<file path="src/rtl/operand_stage_pkg.sv">
// Shared types and constants for the operand-fetch/issue stage.
// Latency: n/a (definitions only).
// Backpressure: n/a.
package operand_stage_pkg;

    localparam int DATA_W = 8;
    localparam int NREG   = 8;
    localparam int ADDR_W = 3;

    typedef logic [DATA_W-1:0] data_t;
    typedef logic [ADDR_W-1:0] reg_addr_t;

    // ALU op codes shared with the downstream ALU
    typedef enum logic [3:0] {
        ALU_ADD  = 4'd0,
        ALU_SUB  = 4'd1,
        ALU_AND  = 4'd2,
        ALU_OR   = 4'd3,
        ALU_XOR  = 4'd4,
        ALU_SLL  = 4'd5,
        ALU_SRL  = 4'd6,
        ALU_PASS = 4'd7
    } alu_op_e;

    // True when a write strobe targets the given register
    function automatic logic addr_hit(input logic en, input reg_addr_t a, input reg_addr_t b);
        return en && (a == b);
    endfunction

endpackage

</file>
<file path="src/rtl/operand_stage_reg_file.sv">
// Architectural register file: two combinational reads, one write port.
// Latency: reads 0 cycles, write visible the cycle after the strobe.
// Backpressure: none, the write port always accepts.
module operand_stage_reg_file
    import operand_stage_pkg::*;
(
    input  logic      clk,
    input  logic      rst_n,
    input  logic      we,
    input  reg_addr_t waddr,
    input  data_t     wdata,
    input  reg_addr_t raddr1,
    input  reg_addr_t raddr0,
    output data_t     rdata1,
    output data_t     rdata0
);

    data_t regs_q [NREG];
    data_t regs_d [NREG];

    // Next-state of the array: only the addressed entry changes on a write
    always_comb begin
        regs_d = regs_q;
        if (we) begin
            regs_d[waddr] = wdata;
        end
    end

    // Storage with asynchronous clear
    always_ff @(posedge clk or negedge rst_n) begin
        if (!rst_n) begin
            for (int i = 0; i < NREG; i++) begin
                regs_q[i] <= '0;
            end
        end else begin
            regs_q <= regs_d;
        end
    end

    assign rdata1 = regs_q[raddr1];
    assign rdata0 = regs_q[raddr0];

endmodule

</file>
<file path="src/rtl/operand_stage.sv">
// Operand fetch/issue: RAW scoreboard, regfile read, registered operands to the ALU.
// Latency: 1 cycle from accept to out_valid.
// Backpressure: held op stays stable while out_ready=0; in_ready drops on hazard, stall or flush.
// Build option: OPERAND_WB_BYPASS_EN forwards same-cycle writeback into the operands.
module operand_stage
    import operand_stage_pkg::*;
(
    input  logic              clk,
    input  logic              rst_n,
    input  logic              in_valid,
    output logic              in_ready,
    input  logic [ADDR_W-1:0] in_rs1,
    input  logic [ADDR_W-1:0] in_rs0,
    input  logic [ADDR_W-1:0] in_rd,
    input  logic              in_wb_en,
    input  alu_op_e           in_alu_op,
    output logic              out_valid,
    input  logic              out_ready,
    output logic [DATA_W-1:0] read1,
    output logic [DATA_W-1:0] read0,
    output alu_op_e           alu_op,
    output logic [ADDR_W-1:0] out_rd,
    output logic              out_wb_en,
    input  logic              wb_en,
    input  logic [ADDR_W-1:0] wb_addr,
    input  logic [DATA_W-1:0] wb_data,
    input  logic              flush
);

    logic [NREG-1:0] busy_q, busy_d;
    logic            out_valid_q, out_valid_d;
    data_t           read1_q, read1_d;
    data_t           read0_q, read0_d;
    alu_op_e         alu_op_q, alu_op_d;
    reg_addr_t       out_rd_q, out_rd_d;
    logic            out_wb_en_q, out_wb_en_d;

    data_t           rf_rd1, rf_rd0;
    logic            fwd1, fwd0;
    logic            src_busy1, src_busy0;
    logic            hazard, stage_free, in_ready_int, accept;
    data_t           opnd1, opnd0;

    operand_stage_reg_file u_reg_file (
        .clk    (clk),
        .rst_n  (rst_n),
        .we     (wb_en),
        .waddr  (wb_addr),
        .wdata  (wb_data),
        .raddr1 (in_rs1),
        .raddr0 (in_rs0),
        .rdata1 (rf_rd1),
        .rdata0 (rf_rd0)
    );

`ifdef OPERAND_WB_BYPASS_EN
    // A writeback landing this cycle satisfies the source directly
    assign fwd1 = addr_hit(wb_en, wb_addr, in_rs1);
    assign fwd0 = addr_hit(wb_en, wb_addr, in_rs0);
`else
    // Without forwarding the source waits until the write has reached the array
    assign fwd1 = 1'b0;
    assign fwd0 = 1'b0;
`endif

    assign src_busy1    = busy_q[in_rs1] & ~fwd1;
    assign src_busy0    = busy_q[in_rs0] & ~fwd0;
    assign hazard       = src_busy1 | src_busy0;
    assign stage_free   = ~out_valid_q | out_ready;
    assign in_ready_int = stage_free & ~hazard & ~flush;
    assign accept       = in_valid & in_ready_int;
    assign opnd1        = fwd1 ? wb_data : rf_rd1;
    assign opnd0        = fwd0 ? wb_data : rf_rd0;

    // Scoreboard: writeback and flush release, a new producer claims last so it wins a collision
    always_comb begin
        busy_d = busy_q;
        if (wb_en) begin
            busy_d[wb_addr] = 1'b0;
        end
        if (flush && out_valid_q && out_wb_en_q) begin
            busy_d[out_rd_q] = 1'b0;
        end
        if (accept && in_wb_en) begin
            busy_d[in_rd] = 1'b1;
        end
    end

    // Output register: flush drops the held op, accept loads, consume empties
    always_comb begin
        out_valid_d = out_valid_q;
        read1_d     = read1_q;
        read0_d     = read0_q;
        alu_op_d    = alu_op_q;
        out_rd_d    = out_rd_q;
        out_wb_en_d = out_wb_en_q;
        if (flush) begin
            out_valid_d = 1'b0;
        end else if (accept) begin
            out_valid_d = 1'b1;
            read1_d     = opnd1;
            read0_d     = opnd0;
            alu_op_d    = in_alu_op;
            out_rd_d    = in_rd;
            out_wb_en_d = in_wb_en;
        end else if (out_ready) begin
            out_valid_d = 1'b0;
        end
    end

    // State registers with asynchronous clear
    always_ff @(posedge clk or negedge rst_n) begin
        if (!rst_n) begin
            busy_q      <= '0;
            out_valid_q <= 1'b0;
            read1_q     <= '0;
            read0_q     <= '0;
            alu_op_q    <= ALU_ADD;
            out_rd_q    <= '0;
            out_wb_en_q <= 1'b0;
        end else begin
            busy_q      <= busy_d;
            out_valid_q <= out_valid_d;
            read1_q     <= read1_d;
            read0_q     <= read0_d;
            alu_op_q    <= alu_op_d;
            out_rd_q    <= out_rd_d;
            out_wb_en_q <= out_wb_en_d;
        end
    end

    assign in_ready  = in_ready_int;
    assign out_valid = out_valid_q;
    assign read1     = read1_q;
    assign read0     = read0_q;
    assign alu_op    = alu_op_q;
    assign out_rd    = out_rd_q;
    assign out_wb_en = out_wb_en_q;

endmodule
</file>
<file path="config.mk">
export PLATFORM = sky130hd
export DESIGN_NAME = operand_stage
export DESIGN_NICKNAME = d
export VERILOG_FILES = /design/src/rtl/operand_stage_pkg.sv /design/src/rtl/operand_stage_reg_file.sv /design/src/rtl/operand_stage.sv
export SDC_FILE = /design/constraint.sdc
export NUM_CORES = 1
export LEC_CHECK = 0
export ABC_AREA = 1
export BUFFER_PORTS_ARGS = -buffer_cell sky130_fd_sc_hd__buf_2
export CAP_MARGIN = 20
export CELL_PAD_IN_SITES_DETAIL_PLACEMENT = 1
export CELL_PAD_IN_SITES_GLOBAL_PLACEMENT = 1
export CORE_ASPECT_RATIO = 0.9
export CORE_MARGIN = 1.5
export CORE_UTILIZATION = 38
export DETAILED_ROUTE_END_ITERATION = 8
export PLACE_DENSITY_LB_ADDON = 0.1
export SLEW_MARGIN = 20
export SYNTH_ARGS = -nofsm -noshare
export SYNTH_HDL_FRONTEND = slang
export SYNTH_HIERARCHICAL = 1
export SYNTH_SLANG_ARGS = --single-unit
</file>
<file path="constraint.sdc">
create_clock -name clk -period 1.2 [get_ports clk]
set_input_delay 0.3 -clock clk [delete_from_list [all_inputs] [get_ports clk]]
set_output_delay 0.3 -clock clk [all_outputs]
set_load 0.03 [all_outputs]
</file>
### After elaboration in Yosys (flattened, before gate mapping)

Index checks and enable logic that the tools add are counted.
W data, S select, Z words.

| word-level totals | value |
|---|---|
| logic and storage cells | 77 |
| output and inout port bits | 26 |
| bits in registers | 97 |
| input bits | 31 |

| operators by class | value |
|---|---|
| bitwise logic cells | 16 |
| multiplexer cells | 25 |
| magnitude comparators | 12 |
| reduce and logical (&&, ||, !) cells | 9 |

Operators with widths:

| operator | number |
|---|---|
| $bwmux W64 | 1 |
| $mux W8 | 8 |
| $bmux W8 S3 | 2 |
| $demux W8 S3 | 1 |
| $lt A3 B4 Y1 const B | 5 |
| $and A8 B8 Y8 | 2 |
| $not A8 Y8 | 2 |
| $ge A4 B4 Y1 const B | 3 |
| $not A3 Y4 | 3 |
| $demux W1 S3 | 3 |
| $ge A3 B1 Y1 const B | 3 |
| $mux W1 | 8 |
| $or A8 B8 Y8 | 1 |
| $logic_and A1 B1 Y1 | 7 |
| $bmux W1 S3 | 2 |
| $lt A4 B1 Y1 const B | 1 |
| $and A1 B1 Y1 | 3 |
| $not A1 Y1 | 3 |
| $reduce_bool A3 Y1 | 1 |
| $or A1 B1 Y1 | 2 |
| $reduce_and A2 Y1 | 1 |

### Logic depth before layout (Yosys ltp)

Gate-level depths: netlist of the first run.

| depth | value |
|---|---|
| depth in word-level cells | 11 |
| mapped depth | 11 |
| gate-level depth less buffers | 9 |

### By module

Netlist of the first run, hierarchy kept.

By module, submodules not included:

| module | cells an instance | sequential area each (um^2) | instances | area each (um^2) |
|---|---|---|---|---|
| operand_stage_reg_file | 589 | 1,601.5 | 1 | 3,801.1 |
| operand_stage | 214 | 825.8 | 1 | 1,651.6 |

### Worst setup path before layout of the first run

Ideal clock, no wire load.

| timing path | value |
|---|---|
| path kind | reg2out |
| start point | reg out_valid_q, in the netlist out_valid |
| end point | out in_ready |
| data required time | 900 ps |
| buffers on the path | 1 |
| cell stages (with the launch flop) | 5 |
| arrival time | 1,129 ps |
| slack | -229 ps |
| cells stage by stage | dfrtp_1 a21oi_1 nand2_1 nor2_2 buf_2 |

| on the way | value |
|---|---|
| word-level cells in the longest chain between the ends | 4 |

RTL lines:

| what | RTL line | text |
|---|---|---|
| from (decl) | operand_stage.sv:31 | `logic out_valid_q, out_valid_d;` |
| from (signal assigned) | operand_stage.sv:123 | `out_valid_q <= out_valid_d;` |
| $not A1 Y1 | operand_stage.sv:69 | `assign stage_free = ~out_valid_q \| out_ready;` |
| $or A1 B1 Y1 | operand_stage.sv:69 |  |
| $and A1 B1 Y1 (2 in series) | operand_stage.sv:70 | `assign in_ready_int = stage_free & ~hazard & ~flush;` |
| to (decl) | operand_stage.sv:11 | `output logic in_ready,` |

Every way passes these cells.

### Final worst setup path of the first run

| timing path | value |
|---|---|
| start point | reg busy_q[5] |
| end point | out in_ready |

| on the way | value |
|---|---|
| word-level cells in the longest chain between the ends | 6 |
| elaborated cells on any way between the ends | 8 |
| classes of those cells | mux: 4; bitwise: 4 |

RTL lines:

| what | RTL line | text |
|---|---|---|
| from (decl) | operand_stage.sv:30 | `logic [NREG-1:0] busy_q, busy_d;` |
| from (signal assigned) | operand_stage.sv:122 | `busy_q <= busy_d;` |
| $bmux W1 S3, on equally long branches | operand_stage.sv:66, operand_stage.sv:67 |  |
| $mux W1, on equally long branches | operand_stage.sv:66, operand_stage.sv:67 |  |
| $or A1 B1 Y1 (*) | operand_stage.sv:68 | `assign hazard = src_busy1 \| src_busy0;` |
| $not A1 Y1 (*) | operand_stage.sv:70 |  |
| $and A1 B1 Y1 (*) (2 in series) | operand_stage.sv:70 |  |

Every way passes the cells marked *; elsewhere a longest branch is shown, timed or not. The select of a mux whose other input is x is not followed.

==> results of run 1 <==
worst paths after layout:
check,start,end,cells after the start
max in group asynchronous,rst_n,read1[7],3
min in group asynchronous,rst_n,u_reg_file/regs_q[12],2
setup reg to reg,busy_q[5],read1[1],10
setup / recovery,busy_q[5],in_ready,6
hold / removal,wb_data[0],u_reg_file/regs_q[0],3
hold reg to reg,u_reg_file/regs_q[20],u_reg_file/regs_q[20],2
state kept, by name, summed over array words and instances, names as in the netlist:
| name | flops |
|---|---|
| u_reg_file/regs_q | 64 |
| busy_q | 8 |
| read0 | 8 |
| read1 | 8 |
| alu_op | 4 |
| out_rd | 3 |
| out_valid | 1 |
| out_wb_en | 1 |
power groups by stage:
stage	Clock (mW)	Sequential, mW	Combinational (mW)
final	3.00	4.39	4.13
after global routing	3.19	4.45	4.49
after CTS	3.05	4.32	3.46
after detailed placement	0	4.37	2.90
after global placement	0	4.35	2.77
after floorplan	0	4.68	1.48
through the flow:
step | TNS [ps] | setup WS (ps) | hold WS (ps) | util (%)
CTS | -13080 | -511 | 165 | 49.5
finish | -13340 | -534 | 172 | 53.1
detailed placement | -15930 | -517 | 204 | 44.4
global route | -16530 | -602 | 180 | 53.1
global placement | -12690 | -415 | 210 | 44.4
floorplan | -1780 | -122 | 4.41 | -
synth_stat cells:
cell and count:
o221ai_1 4, buf_4 2, a21oi_1 1, nand2_1 361
o21ai_1 1, o21ai_0 68, buf_1 3, nor3_4 1
clkbuf_1 10, nand3_1 110, inv_1 98, dfrtp_1 97
inv_2 2, buf_2 17, nor2_1 6, nand3b_1 1
nor3_1 4, buf_6 7, nor2_2 2, o211ai_1 2
nand4_1 6
worst min-delay path, stage by stage:
cell     delay [ps]
buf_2            90
nand2_1          50
o21ai_0          60
logic make-up (layout without fill, tap and decap cells):
logic type / count (synthesis) / after routing
DFF: 97 / 97
and+or+nand+nor: 491 / 491
buffers and inverters: 139 / 255
AOI/OAI and AO/OA: 76 / 76
what timing repair did:
item	4_1_cts	5_1_grt
pin swaps	8	14
setup endpoints to repair	59	59
cloned	2	4
setup buffers	18	16
hold endpoints to repair	13	0
hold buffers	1	0
resized for setup	69	87
per-layer routing:
layer  part of all wire (%)  GRT usage (%)
met1                     43           38.9
met2                     48           44.8
met3                    6.1           4.21
met4                    3.3           7.57
met5                      0              0
area by class of cell:
| type | count | area, sq um |
|---|---|---|
| fill | 1768 | 6570 |
| multi-input combinational | 567 | 2730 |
| timing repair buffer | 139 | 1360 |
| clock inverter | 6 | 66.3 |
| tap | 193 | 241 |
| inverter | 100 | 375 |
| sequential | 97 | 2430 |
| clock buffer | 10 | 229 |
==> impl_metrics.json, run 1 <==
{
  "hpwl_um": 13700,
  "grt_overflow": 0,
  "synth_fp_nets": 834,
  "grt_antenna_before_repair": 0,
  "ios": 57,
  "fmax_ghz": 0.577,
  "hold_viol": 0,
  "max_slew.worst_pin.slew_ps": 414,
  "dpl_cell_area_sq_um": 6210,
  "die-area_sq_um": 15100,
  "skew_ps": 11.0,
  "most-common-layout-cells": "nand2_1 (324), inv_1 (98), nand3_1 (93)",
  "setup_ws_ps": -534,
  "end_kind": "output pin",
  "setup_violations": 57,
  "drc": 0,
  "cap_viol_max_count": 0,
  "syn_inst": 803,
  "synth_adder_area_share_pct": 0,
  "clkPwrFrac_pct": 26.1,
  "relSlewSlack_pct": 72.4,
  "cts_tree": "yes",
  "synth_top_cell_by_area": "dfrtp_1",
  "worstSkewPairLatency_ps": 360,
  "crit_path_top_delay_cell": "dfrtp_1",
  "routed_wl_um": 22100,
  "failed_checks": "setup timing",
  "numCtsBuffers": 9,
  "worst_setup_path_start_kind": "flip-flop",
  "criticalPathCategory": "flip-flop to output pin",
  "synth-seq-cells": 97,
  "grt_pass1_wl_um": 31600,
  "coreArea_sq_um": 14000,
  "ant_nets": 0,
  "initial_utilization_pct": 38.9,
  "drtIter0Drc": 532,
  "crit_top_cell": "nand3_1",
  "die_h_um": 117,
  "synthXorXnorAreaFrac_pct": 0,
  "synthSimpleGateAreaFrac_pct": 37.1,
  "place_inst": 1056,
  "drt-vias-per-instance": 5.40,
  "hold_class": "input pin to flip-flop",
  "crit_required_ps": 900,
  "vias": 6001,
  "switching_share_pct": 37.2,
  "numClockSinks": 97,
  "synth_area_sq_um": 5450,
  "cp_num_buf_inv": 1,
  "nets": 945,
  "die_width_um": 129,
  "vdd_drop_max_v": 0.000924,
  "clk_pin_slew_ps": 70,
  "synth.distinct_cells": 21,
  "status": "finished with violations",
  "area_growth_pct": 36.4,
  "diodes": 0,
  "synth.area.mux_share_pct": 0,
  "synth_warnings": 6,
  "synth-compound-area-share_pct": 7.34,
  "p_per_area_nw_per_um2": 1550,
  "final_layout_size_suffix_gt1_share_pct": 24.4,
  "grt_max_degree": 33,
  "htreeDepth": 3,
  "p_sw_mw": 4.28,
  "cp_top_family": "simple AND/OR/NAND/NOR gates",
  "p_int_mw": 7.23,
  "io_buffers": 56,
  "globalplace.congestion": 0.876,
  "crit_arrival_ps": 1430,
  "avgSynthCellArea_sq_um": 6.79,
  "power.total_mw": 11.5,
  "p_comb_share_pct": 35.8,
  "row_count": 41,
  "fin_crit_ps": 1730,
  "crit_fanout": 3,
  "cpPeakStageDelay_ps": 410,
  "layout_commonest_cell": "nand2_1",
  "finalCritPeriodShare_pct": 144,
  "worstPathCellList": "nand2_1, nand3_1, nand3_1, nand3_2, nor2_4, buf_6",
  "synth_top_family_by_area": "simple AND/OR/NAND/NOR gates",
  "dr.pass1.iters": 5,
  "synth_area_leaders": "dfrtp_1 (45%), nand2_1 (25%), nand3_1 (10%)",
  "seqPwrFrac_pct": 38.1,
  "wl_per_cell_um": 19.9,
  "cts_buffer_depth": 2,
  "root_buffer": "clkbuf_16",
  "r2r_setup_slack_ps": -430,
  "final_cells": 1112,
  "grt_use_total_pct": 27.7,
  "drv_slew": 0,
  "grt_pass1_vias": 5863,
  "seq_area_frac_synth_pct": 44.5,
  "final_cell_area_sq_um": 7440,
  "synth_top_area_share_pct": 44.5,
  "p_leak_nw": 3.99,
  "rsz0062_at_grt": "yes"
}
No activity file was read; power rests on OpenSTA's default activity.
==> inputs of run 2 (changes only) <==
--- a/config.mk
+++ b/config.mk
@@ -9,10 +9,10 @@
 export BUFFER_PORTS_ARGS = -buffer_cell sky130_fd_sc_hd__buf_2
 export CAP_MARGIN = 20
 export CELL_PAD_IN_SITES_DETAIL_PLACEMENT = 1
-export CELL_PAD_IN_SITES_GLOBAL_PLACEMENT = 1
+export CELL_PAD_IN_SITES_GLOBAL_PLACEMENT = 2
 export CORE_ASPECT_RATIO = 0.9
 export CORE_MARGIN = 1.5
-export CORE_UTILIZATION = 38
+export CORE_UTILIZATION = 30
 export DETAILED_ROUTE_END_ITERATION = 8
 export PLACE_DENSITY_LB_ADDON = 0.1
 export SLEW_MARGIN = 20
==> run 2 against run 1 <==
Flip-flop and latch count did not move; critical endpoint unchanged; power decreased by 5.4%; sequential share of layout area grew 1.7 points; count of clock-buffer cells in the layout shrank 1; via count is 9.0% lower; the run still ends with setup timing left; global-route usage fell by 5.2 points; clock skew decreased by 3.3 ps.
==> impl_metrics.json, run 2 (synthesis gave the netlist of run 1 again) <==
{
  "final_layout_size_suffix_gt1_share_pct": 16.7,
  "place_ws_ps": -462,
  "row_count": 46,
  "crit_fanout": 3,
  "cts_tree": "yes",
  "dr.pass1.iters": 4,
  "routed_wl_um": 20300,
  "numClockSinks": 97,
  "diodes": 0,
  "globalplace.congestion": 0.791,
  "seqPwrFrac_pct": 39.7,
  "die-area_sq_um": 19000,
  "setup_violations": 45,
  "crit_arrival_ps": 1420,
  "skew_ps": 7.65,
  "numCtsBuffers": 9,
  "grt_max_degree": 35,
  "cts_buffer_depth": 2,
  "grt_overflow": 0,
  "clk_pin_slew_ps": 70,
  "htreeDepth": 3,
  "failed_checks": "setup timing",
  "drtIter0Drc": 236,
  "grt_pass1_wl_um": 32600,
  "place_inst": 1110,
  "drv_slew": 0,
  "grt_pass1_vias": 5804,
  "fin_crit_ps": 1720,
  "p_int_mw": 6.96,
  "p_comb_share_pct": 32.0,
  "regMostFlops": "u_reg_file/regs_q",
  "drt-vias-per-instance": 4.78,
  "area_growth_pct": 29.4,
  "die_h_um": 131,
  "largest_reg_flops": 64,
  "initial_utilization_pct": 30.8,
  "grt_antenna_before_repair": 0,
  "dpl_cell_area_sq_um": 6360,
  "io_buffers": 56,
  "rsz0062_at_grt": "yes",
  "wl_per_cell_um": 17.8,
  "ios": 57,
  "end_kind": "output pin",
  "relSlewSlack_pct": 72.8,
  "vdd_drop_max_v": 0.000846,
  "worst_setup_path_start_kind": "flip-flop",
  "switching_share_pct": 36.1,
  "crit_required_ps": 900,
  "most-common-layout-cells": "nand2_1 (359), nand3_1 (107), inv_1 (98)",
  "grt_use_total_pct": 22.5,
  "drc": 0,
  "clkPwrFrac_pct": 28.3,
  "max_slew.worst_pin.slew_ps": 409,
  "fmax_ghz": 0.581,
  "finalCritPeriodShare_pct": 143,
  "status": "finished with violations",
  "coreArea_sq_um": 17700,
  "final_cell_area_sq_um": 7060,
  "vias": 5460,
  "cap_viol_max_count": 0,
  "p_sw_mw": 3.93,
  "hold_class": "input pin to flip-flop",
  "hpwl_um": 14800,
  "worstSkewPairLatency_ps": 360,
  "die_width_um": 145,
  "final_cells": 1142,
  "ant_nets": 0,
  "hold_viol": 0,
  "root_buffer": "clkbuf_16",
  "p_per_area_nw_per_um2": 1540,
  "setup_ws_ps": -520,
  "criticalPathCategory": "flip-flop to output pin",
  "fillers": 2258,
  "nets": 928,
  "layout_commonest_cell": "nand2_1",
  "p_leak_nw": 3.87
}
-- run 2: cell types whose count changed in the layout (fill, tap and decap cells not counted), moves of 11 or more --
cell     delta
buf_4      -11
nand2_1    +35
nand2_2    -22
nand2_4    -12
nand3_1    +14
nand3_2    -11
-- run 2: area by class of cell --
class,instances,area (sq um),area share (%)
Inverter,100,375,5.32
Timing Repair Buffer,122,1180,16.8
Multi-Input combinational cell,567,2460,34.9
Tap cell,240,300,4.25
Sequential cell,97,2430,34.4
Clock inverter,7,83.8,1.19
Clock buffer,9,225,3.19
-- run 2: per-stage QoR --
step	setup TNS [ps]	hold slack, ps	util, %	power, mW
final	-13850	175	39.8	10.9
after detailed placement	-15300	162	35.9	7.36
after global placement	-13280	164	35.9	7.24
after global routing	-17930	168	39.8	11.6
after CTS	-13900	158	39.5	11.0
after floorplan	-1780	4.41	-	6.17
-- run 2: what timing repair did --
action / 4_1_cts / 5_1_grt
endpoints found under the setup margin: 59 / 59
gates cloned: 2 / 0
buffers inserted: 7 / 6
endpoints found under the hold margin: 7 / 0
hold buffers: 1 / 0
gates resized for setup: 62 / 7
pin swaps: 6 / 2
-- run 2: layer usage --
metal  global-route usage [%]  part of all wire, %  wire length, um
met1                     31.2                   50            10100
met5                        0                    0                0
met4                     5.34                  1.2              250
met3                     3.96                  3.0              614
met2                     36.9                   46             9340
-- run 2: critical path, cell delays in order, from the launching register on --
cell	delay [ps]
dfrtp_1	420
nand2_1	110
nand3_2	70
nand3_1	80
nand3_2	130
nor2_4	120
buf_6	140
-- run 2: path summary, 6_finish.rpt --
check	from	to	slack (ps)	depth (start not counted)
max	busy_q[6]	in_ready	-520	6
min	wb_data[7]	u_reg_file/regs_q[7]	180	3
max reg2reg	busy_q[6]	read0[4]	-470	10
min reg2reg	u_reg_file/regs_q[35]	u_reg_file/regs_q[35]	490	2
max in group asynchronous	rst_n	out_valid	410	3
min in group asynchronous	rst_n	u_reg_file/regs_q[19]	330	2
-- run 2: power groups by stage --
stage                     sequential [mW]  combinational (mW)  clock [mW]
after floorplan                      4.68                1.48           0
after global placement               4.34                2.90           0
after detailed placement             4.37                2.99           0
after CTS                            4.33                3.42        3.23
after global routing                 4.41                3.89        3.34
final                                4.33                3.48        3.08
